`src/rtl/if_id_decode_stage_if.sv`:
```
// Fetch/decode/execute handshake bundle for the IF/ID + decode stage.
// The master side drives fetch, hazard and write-back inputs; the slave is the stage itself.
interface if_id_decode_stage_if;
   logic [31:0] instr_in;
   logic [31:0] pc_in;
   logic        instr_valid;
   logic        flush;
   logic        ex_mem_read;
   logic [4:0]  ex_rd;
   logic        wb_we;
   logic [4:0]  wb_rd;
   logic [31:0] wb_data;

   logic        stall;
   logic        id_valid;
   logic [31:0] id_pc;
   logic [31:0] id_rs_data;
   logic [31:0] id_rt_data;
   logic [31:0] id_imm;
   logic [4:0]  id_rs;
   logic [4:0]  id_rt;
   logic [4:0]  id_rd;
   logic [5:0]  id_funct;
   logic        id_reg_write;
   logic        id_mem_read;
   logic        id_mem_write;
   logic        id_branch;
   logic        id_jump;
   logic        id_alu_src;
   logic        id_illegal;

   modport master (
      output instr_in, pc_in, instr_valid, flush, ex_mem_read, ex_rd,
             wb_we, wb_rd, wb_data,
      input  stall, id_valid, id_pc, id_rs_data, id_rt_data, id_imm,
             id_rs, id_rt, id_rd, id_funct, id_reg_write, id_mem_read,
             id_mem_write, id_branch, id_jump, id_alu_src, id_illegal
   );

   modport slave (
      input  instr_in, pc_in, instr_valid, flush, ex_mem_read, ex_rd,
             wb_we, wb_rd, wb_data,
      output stall, id_valid, id_pc, id_rs_data, id_rt_data, id_imm,
             id_rs, id_rt, id_rd, id_funct, id_reg_write, id_mem_read,
             id_mem_write, id_branch, id_jump, id_alu_src, id_illegal
   );
endinterface

```
`src/rtl/if_id_decode_stage.sv`:
```
// IF/ID pipeline register, register file with write-through, load-use hazard
// detection and the registered ID/EX decode outputs (2-cycle instr -> id_* latency).
module if_id_decode_stage #(
   parameter int RF_DEPTH = 32,
   parameter bit SEXT_IMM = 1'b1
) (
   input  logic clk,
   input  logic reset,
   if_id_decode_stage_if.slave bus
);

   localparam logic [5:0] OP_RTYPE = 6'h00;
   localparam logic [5:0] OP_ADDI  = 6'h08;
   localparam logic [5:0] OP_LW    = 6'h23;
   localparam logic [5:0] OP_SW    = 6'h2B;
   localparam logic [5:0] OP_BEQ   = 6'h04;
   localparam logic [5:0] OP_J     = 6'h02;

   localparam logic [0:0] ST_RUN  = 1'b0;
   localparam logic [0:0] ST_HOLD = 1'b1;

   localparam logic [5:0] RF_LIM = 6'(RF_DEPTH);

   typedef struct packed {
      logic        valid;
      logic [31:0] pc;
      logic [31:0] rs_data;
      logic [31:0] rt_data;
      logic [31:0] imm;
      logic [4:0]  rs;
      logic [4:0]  rt;
      logic [4:0]  rd;
      logic [5:0]  funct;
      logic        reg_write;
      logic        mem_read;
      logic        mem_write;
      logic        branch;
      logic        jump;
      logic        alu_src;
      logic        illegal;
   } idex_t;

   logic        ifid_valid_q;
   logic [31:0] ifid_instr_q;
   logic [31:0] ifid_pc_q;
   logic [0:0]  state_q, state_d;
   idex_t       idex_q, idex_d;
   logic [31:0] rf_q [RF_DEPTH];

   logic [5:0]  opc;
   logic [4:0]  rs, rt;
   logic [31:0] rs_data, rt_data;
   logic [31:0] imm_ext;
   logic [3:0]  pc4_hi;
   logic        uses_rt, hazard, stall;
   idex_t       dec;

   assign opc = ifid_instr_q[31:26];
   assign rs  = ifid_instr_q[25:21];
   assign rt  = ifid_instr_q[20:16];

   // Only the top nibble of pc+4 is needed; it carries when pc[27:2] is all ones.
   assign pc4_hi  = ifid_pc_q[31:28] + {3'd0, &ifid_pc_q[27:2]};
   assign imm_ext = SEXT_IMM ? {{16{ifid_instr_q[15]}}, ifid_instr_q[15:0]}
                             : {16'd0, ifid_instr_q[15:0]};

   always_comb begin
      rs_data = '0;
      if (rs != 5'd0 && {1'b0, rs} < RF_LIM) rs_data = rf_q[rs];
      if (bus.wb_we && rs != 5'd0 && bus.wb_rd == rs) rs_data = bus.wb_data;
   end

   always_comb begin
      rt_data = '0;
      if (rt != 5'd0 && {1'b0, rt} < RF_LIM) rt_data = rf_q[rt];
      if (bus.wb_we && rt != 5'd0 && bus.wb_rd == rt) rt_data = bus.wb_data;
   end

   // In HOLD the load has moved past EX, so the same compare must not stall again.
   always_comb begin
      uses_rt = (opc == OP_RTYPE) || (opc == OP_SW) || (opc == OP_BEQ);
      hazard  = ifid_valid_q && bus.ex_mem_read && bus.ex_rd != 5'd0 &&
                (bus.ex_rd == rs || (uses_rt && bus.ex_rd == rt));
      stall   = (state_q == ST_RUN) && hazard && !bus.flush;
      state_d = stall ? ST_HOLD : ST_RUN;
   end

   always_comb begin
      dec         = '0;
      dec.valid   = 1'b1;
      dec.pc      = ifid_pc_q;
      dec.rs      = rs;
      dec.rt      = rt;
      dec.rs_data = rs_data;
      dec.rt_data = rt_data;
      dec.imm     = imm_ext;
      case (opc)
         OP_RTYPE: begin
            dec.reg_write = 1'b1;
            dec.rd        = ifid_instr_q[15:11];
            dec.funct     = ifid_instr_q[5:0];
         end
         OP_ADDI: begin
            dec.reg_write = 1'b1;
            dec.alu_src   = 1'b1;
            dec.rd        = rt;
         end
         OP_LW: begin
            dec.reg_write = 1'b1;
            dec.mem_read  = 1'b1;
            dec.alu_src   = 1'b1;
            dec.rd        = rt;
         end
         OP_SW: begin
            dec.mem_write = 1'b1;
            dec.alu_src   = 1'b1;
         end
         OP_BEQ:  dec.branch = 1'b1;
         OP_J: begin
            dec.jump = 1'b1;
            dec.imm  = {pc4_hi, ifid_instr_q[25:0], 2'b00};
         end
         default: dec.illegal = 1'b1;
      endcase
      idex_d = (ifid_valid_q && !stall && !bus.flush) ? dec : '0;
   end

   always_ff @(posedge clk or negedge reset) begin
      if (!reset) begin
         ifid_valid_q <= 1'b0;
         ifid_instr_q <= '0;
         ifid_pc_q    <= '0;
         state_q      <= ST_RUN;
         idex_q       <= '0;
      end else begin
         state_q <= state_d;
         idex_q  <= idex_d;
         if (bus.flush) begin
            ifid_valid_q <= 1'b0;
         end else if (!stall) begin
            ifid_valid_q <= bus.instr_valid;
            ifid_instr_q <= bus.instr_in;
            ifid_pc_q    <= bus.pc_in;
         end
      end
   end

   always_ff @(posedge clk or negedge reset) begin
      if (!reset) begin
         for (int i = 0; i < RF_DEPTH; i++) rf_q[i] <= '0;
      end else if (bus.wb_we && bus.wb_rd != 5'd0 && {1'b0, bus.wb_rd} < RF_LIM) begin
         rf_q[bus.wb_rd] <= bus.wb_data;
      end
   end

   assign bus.stall        = stall;
   assign bus.id_valid     = idex_q.valid;
   assign bus.id_pc        = idex_q.pc;
   assign bus.id_rs_data   = idex_q.rs_data;
   assign bus.id_rt_data   = idex_q.rt_data;
   assign bus.id_imm       = idex_q.imm;
   assign bus.id_rs        = idex_q.rs;
   assign bus.id_rt        = idex_q.rt;
   assign bus.id_rd        = idex_q.rd;
   assign bus.id_funct     = idex_q.funct;
   assign bus.id_reg_write = idex_q.reg_write;
   assign bus.id_mem_read  = idex_q.mem_read;
   assign bus.id_mem_write = idex_q.mem_write;
   assign bus.id_branch    = idex_q.branch;
   assign bus.id_jump      = idex_q.jump;
   assign bus.id_alu_src   = idex_q.alu_src;
   assign bus.id_illegal   = idex_q.illegal;

endmodule

```
`src/flat_wrapper.sv`:
```
// flat-port wrapper written by rule: the top's interface ports become plain ports
module if_id_decode_stage_flat 
#(
   parameter int RF_DEPTH = 32,
   parameter bit SEXT_IMM = 1'b1
)
  (clk, reset, bus_instr_in, bus_pc_in, bus_instr_valid, bus_flush, bus_ex_mem_read, bus_ex_rd, bus_wb_we, bus_wb_rd, bus_wb_data, bus_stall, bus_id_valid, bus_id_pc, bus_id_rs_data, bus_id_rt_data, bus_id_imm, bus_id_rs, bus_id_rt, bus_id_rd, bus_id_funct, bus_id_reg_write, bus_id_mem_read, bus_id_mem_write, bus_id_branch, bus_id_jump, bus_id_alu_src, bus_id_illegal);
  if_id_decode_stage_if bus_i ();
  input  logic clk;
  input  logic reset;
  input wire logic [$bits(bus_i.instr_in)-1:0] bus_instr_in;
  input wire logic [$bits(bus_i.pc_in)-1:0] bus_pc_in;
  input wire logic [$bits(bus_i.instr_valid)-1:0] bus_instr_valid;
  input wire logic [$bits(bus_i.flush)-1:0] bus_flush;
  input wire logic [$bits(bus_i.ex_mem_read)-1:0] bus_ex_mem_read;
  input wire logic [$bits(bus_i.ex_rd)-1:0] bus_ex_rd;
  input wire logic [$bits(bus_i.wb_we)-1:0] bus_wb_we;
  input wire logic [$bits(bus_i.wb_rd)-1:0] bus_wb_rd;
  input wire logic [$bits(bus_i.wb_data)-1:0] bus_wb_data;
  output wire logic [$bits(bus_i.stall)-1:0] bus_stall;
  output wire logic [$bits(bus_i.id_valid)-1:0] bus_id_valid;
  output wire logic [$bits(bus_i.id_pc)-1:0] bus_id_pc;
  output wire logic [$bits(bus_i.id_rs_data)-1:0] bus_id_rs_data;
  output wire logic [$bits(bus_i.id_rt_data)-1:0] bus_id_rt_data;
  output wire logic [$bits(bus_i.id_imm)-1:0] bus_id_imm;
  output wire logic [$bits(bus_i.id_rs)-1:0] bus_id_rs;
  output wire logic [$bits(bus_i.id_rt)-1:0] bus_id_rt;
  output wire logic [$bits(bus_i.id_rd)-1:0] bus_id_rd;
  output wire logic [$bits(bus_i.id_funct)-1:0] bus_id_funct;
  output wire logic [$bits(bus_i.id_reg_write)-1:0] bus_id_reg_write;
  output wire logic [$bits(bus_i.id_mem_read)-1:0] bus_id_mem_read;
  output wire logic [$bits(bus_i.id_mem_write)-1:0] bus_id_mem_write;
  output wire logic [$bits(bus_i.id_branch)-1:0] bus_id_branch;
  output wire logic [$bits(bus_i.id_jump)-1:0] bus_id_jump;
  output wire logic [$bits(bus_i.id_alu_src)-1:0] bus_id_alu_src;
  output wire logic [$bits(bus_i.id_illegal)-1:0] bus_id_illegal;
  assign bus_i.instr_in = bus_instr_in;
  assign bus_i.pc_in = bus_pc_in;
  assign bus_i.instr_valid = bus_instr_valid;
  assign bus_i.flush = bus_flush;
  assign bus_i.ex_mem_read = bus_ex_mem_read;
  assign bus_i.ex_rd = bus_ex_rd;
  assign bus_i.wb_we = bus_wb_we;
  assign bus_i.wb_rd = bus_wb_rd;
  assign bus_i.wb_data = bus_wb_data;
  assign bus_stall = bus_i.stall;
  assign bus_id_valid = bus_i.id_valid;
  assign bus_id_pc = bus_i.id_pc;
  assign bus_id_rs_data = bus_i.id_rs_data;
  assign bus_id_rt_data = bus_i.id_rt_data;
  assign bus_id_imm = bus_i.id_imm;
  assign bus_id_rs = bus_i.id_rs;
  assign bus_id_rt = bus_i.id_rt;
  assign bus_id_rd = bus_i.id_rd;
  assign bus_id_funct = bus_i.id_funct;
  assign bus_id_reg_write = bus_i.id_reg_write;
  assign bus_id_mem_read = bus_i.id_mem_read;
  assign bus_id_mem_write = bus_i.id_mem_write;
  assign bus_id_branch = bus_i.id_branch;
  assign bus_id_jump = bus_i.id_jump;
  assign bus_id_alu_src = bus_i.id_alu_src;
  assign bus_id_illegal = bus_i.id_illegal;
  if_id_decode_stage #(.RF_DEPTH(RF_DEPTH), .SEXT_IMM(SEXT_IMM)) u_core (.clk(clk), .reset(reset), .bus(bus_i));
endmodule
```
`config.mk`:
```
export PLATFORM = sky130hd
export DESIGN_NAME = if_id_decode_stage_flat
export DESIGN_NICKNAME = d
export VERILOG_FILES = /design/src/rtl/if_id_decode_stage_if.sv /design/src/rtl/if_id_decode_stage.sv /design/src/flat_wrapper.sv
export SDC_FILE = /design/constraint.sdc
export NUM_CORES = 2
export LEC_CHECK = 0
export CAP_MARGIN = 20
export CORE_MARGIN = 2
export CORE_UTILIZATION = 48
export DETAILED_ROUTE_END_ITERATION = 16
export MAX_ROUTING_LAYER = met4
export PLACE_DENSITY = 0.66
export SLEW_MARGIN = 20
export SYNTH_ARGS = -nofsm -noshare
export SYNTH_HDL_FRONTEND = slang
export SYNTH_SLANG_ARGS = --single-unit
```
`constraint.sdc`:
```
create_clock -name clk -period 4.1 [get_ports clk]
set_clock_uncertainty 0.15 [all_clocks]
set_input_delay 0.41 -clock clk [delete_from_list [all_inputs] [get_ports clk]]
set_output_delay 0.41 -clock clk [all_outputs]
set_load 0.005 [all_outputs]
```
==> summary.txt <==
Global route
  – Grt met3 use: 6.86%
  – Initial antenna violation count: 6
  – First-pass GRT wire length: 278000 um
  – GRT Total Usage: between 30% and 40%
  – Gr busiest metal: met2
  – Pin count of the biggest net entering global routing: approximately 140
  – GRT met2 Usage: 44.7%
  – Number of global-route vias before repair: 42100
  – Total grt overflow: 0
  – Met1 GRT Util: 42.5%

Timing
  – # setup viols final: 0
  – Rel. slew slack: 32.0%
  – Worst-margin pin slew: a little over 1 ns
  – Peak Freq: 0.264 GHz
  – Endpoints failing hold: 0
  – RSZ-0062 raised after global routing: no
  – Final min period: 3.78 ns
  – Slack of the critical path: 0.319 ns
  – Pins over their slew limit: 0
  – Crit share post-route: between 90 and 100%
  – Setup_tns: 0 ns

Yosys
  – Ys flop type: dfrtp_1
  – Post-Syn Area per Cell: between 10 and 15 um2
  – Sequential share of the synthesized area: 52.5%
  – Total number of yosys warnings: 0
  – Syn Nets: 4709
  – Yosys top cell area share: 52.5%
  – EDFF count, synth: 0
  – Synth unique cells: 47
  – Number of synthesized register bits: 1247
  – Mapped Cells: between 4000 and 5000
  – Most area-hungry cell type in the Yosys netlist: dfrtp_1
  – Most common cell in the netlist: dfrtp_1
  – FFs w/ async S/R, synth: 100%
  – Most frequent cells after synthesis: dfrtp_1 (1247), nand2_1 (624), o21ai_0 (609)
  – Ranking of synthesized cells by area: dfrtp_1 (53%), mux4_2 (19%), mux2_2 (9.0%)
  – Synth Cell Area: 59400 um2

Clock network
  – Clock slew at reported path FFs: approximately 0.060 ns
  – Clock Root Buffer: clkbuf_16
  – CTS Buffer Depth: 3
  – CTS tree: yes
  – # H-tree levels: 4
  – CTS Buf Count: 131
  – Clk_lat worst skew: approximately 0.75 ns
  – CTS sink cnt: 1247
  – Post-CTS setup repair buffer count: 0

Status
  – Outcome: completed

Route
  – DRT iter0 DRCs: 4745
  – Drc violations: 0
  – Drt wl/cell: 29.1 um
  – First drt pass iteration count: 5
  – DRT antenna net count: 0
  – Routed WL: 187000 um
  – Via count: between 40000 and 50000
  – Routed vias/inst: 6.50

Power
  – Pwr per Cell Area: 500 nW/um2
  – Peak VDD IR: ~0.35 mV
  – Reported leakage power: between 20 and 30 nW

Critical path
  – Setup CP Type: reg -> out
  – Worst-path fanout max: 9
  – Critical path arrival: roughly 3.2 ns
  – Critical path required time: 3.54 ns
  – Crit start category: flip-flop
  – Crit end category: output pin

Final layout
  – Layout Cells excl Fill: between 6000 and 7000
  – Final net count: 4812
  – Layout cell share with drive strength beyond 1: 29.4%
  – Area grow syn2layout: 15.6%

Place
  – Place WS: 0.688 ns
  – DP HPWL: 112000 um
  – RePlAce Congestion: roughly 0.85
  – Inst Count DP: between 6000 and 7000
  – Number of port buffers: between 200 and 300

Floorplan
  – FP Rows: roughly 130
  – Die height: 356 um
  – Chip width: roughly 360 um
  – Initial core utilization: 48.2%
  – Core area: 123000 um2
  – Io pins: between 200 and 300
  – Die ar.: about 130000 um2

Min path
  – Min-delay worst type: in -> reg

Flow run
  – Max-Cap Viols: 0
==> registers in the layout (all words and copies together), names as in the netlist, 5 cells and up <==
signal	cells
u_core.bus.id_funct	6
u_core.ifid_instr_q	32
u_core.bus.id_rt	5
u_core.bus.id_rs_data	32
u_core.bus.id_imm	32
u_core.ifid_pc_q	32
u_core.bus.id_pc	32
u_core.bus.id_rs	5
u_core.bus.id_rt_data	32
u_core.rf_q	1024
u_core.bus.id_rd	5
==> layout make-up <==
type                            instances  area [um2]
Antenna cell                            9        22.5
Fill cell                            9969       54600
Sequential cell                      1247       31200
Tap cell                             1637        2050
Multi-Input combinational cell       2842       26400
Timing Repair Buffer                  440        4630
Clock buffer                          197        3910
Clock inverter                         31         305
Inverter                               36         135
==> cell families after synthesis <==
family,Yosys count,synth area share (%)
buffers and inverters,506,3.39
DFF,1247,52.5
AOI/OAI and AO/OA,939,8.70
muxes,992,28.5
adders and majority gates,2,0.0421
and+or+nand+nor,887,6.53
xor gates and xnor gates,22,0.324
==> final timing paths <==
| check | startpoint | endpoint | slack (ns) | cells past startpoint |
|---|---|---|---|---|
| max | u_core.ifid_instr_q[21] | bus_stall | 0.32 | 6 |
| min | bus_pc_in[25] | u_core.ifid_pc_q[25] | 0.14 | 2 |
| max reg2reg | u_core.ifid_instr_q[18] | u_core.bus.id_rt_data[21] | 0.89 | 8 |
| min reg2reg | u_core.rf_q[1023] | u_core.rf_q[1023] | 0.24 | 0 |
| max in group asynchronous | reset | u_core.rf_q[123] | 2.36 | 3 |
| min in group asynchronous | reset | u_core.bus.id_rt[4] | 0.22 | 2 |
==> routing by layer <==
metal / up-vias / wire length [um]
met2: 2237 / 85200
li1: 17300 / -
met4: 0 / 7170
met1: 21900 / 77500
met5: - / 0
met3: 435 / 17600
==> through the flow <==
stage	total power, mW	hold WS, ns	area, um2	util (%)
floorplan	20.3	-0.0356	59400	-
global placement	22.4	0.227	64400	52.2
detailed placement	22.6	0.233	64400	52.2
CTS	34.4	0.104	68600	55.7
global route	35.8	0.126	68700	55.7
finish	34.4	0.136	68700	55.7
==> worst max-delay path, cell delays in order (launching register included) <==
cell             delay, ns
dfrtp_4               0.59
xnor2_1               0.18
nand3_1               0.11
nor4_2                0.70
nor2_2                0.15
nor2_1                0.18
clkdlybuf4s50_1       0.54
==> cell usage in the layout, fill, tap and decap left out, drive strengths merged, types with 5 or more instances in the layout <==
master and instances:
a22oi 5, clkinv 18, nand3b 6, clkbuf 197
bufinv 5, nand2 624, o21ai 610, nand3 43
nand4 7, mux4 512, diode 9, nor3 9
mux2 480, and2 44, xnor2 6, nor4 70
nand2b 5, a22o 32, buf 171, inv 40
nor2 44, and3 11, clkdlybuf4s50 268, dfrtp 1247
xor2 16, o22ai 256, or3 6, a21oi 29
==> where the power goes <==
part	internal [mW]	switching, mW	leakage [nW]
registers	14.3	1.53	16.2
clock network	6.89	4.95	2.08
logic	3.71	3.00	11.1
total	24.9	9.48	29.4
==> repair_timing <==
action / 4_1_cts / 5_1_grt
gates resized for setup: 0 / 0
hold buffers: 1 / 0
hold endpoints to repair: 102 / 0
(Power assumes the default switching activity.)
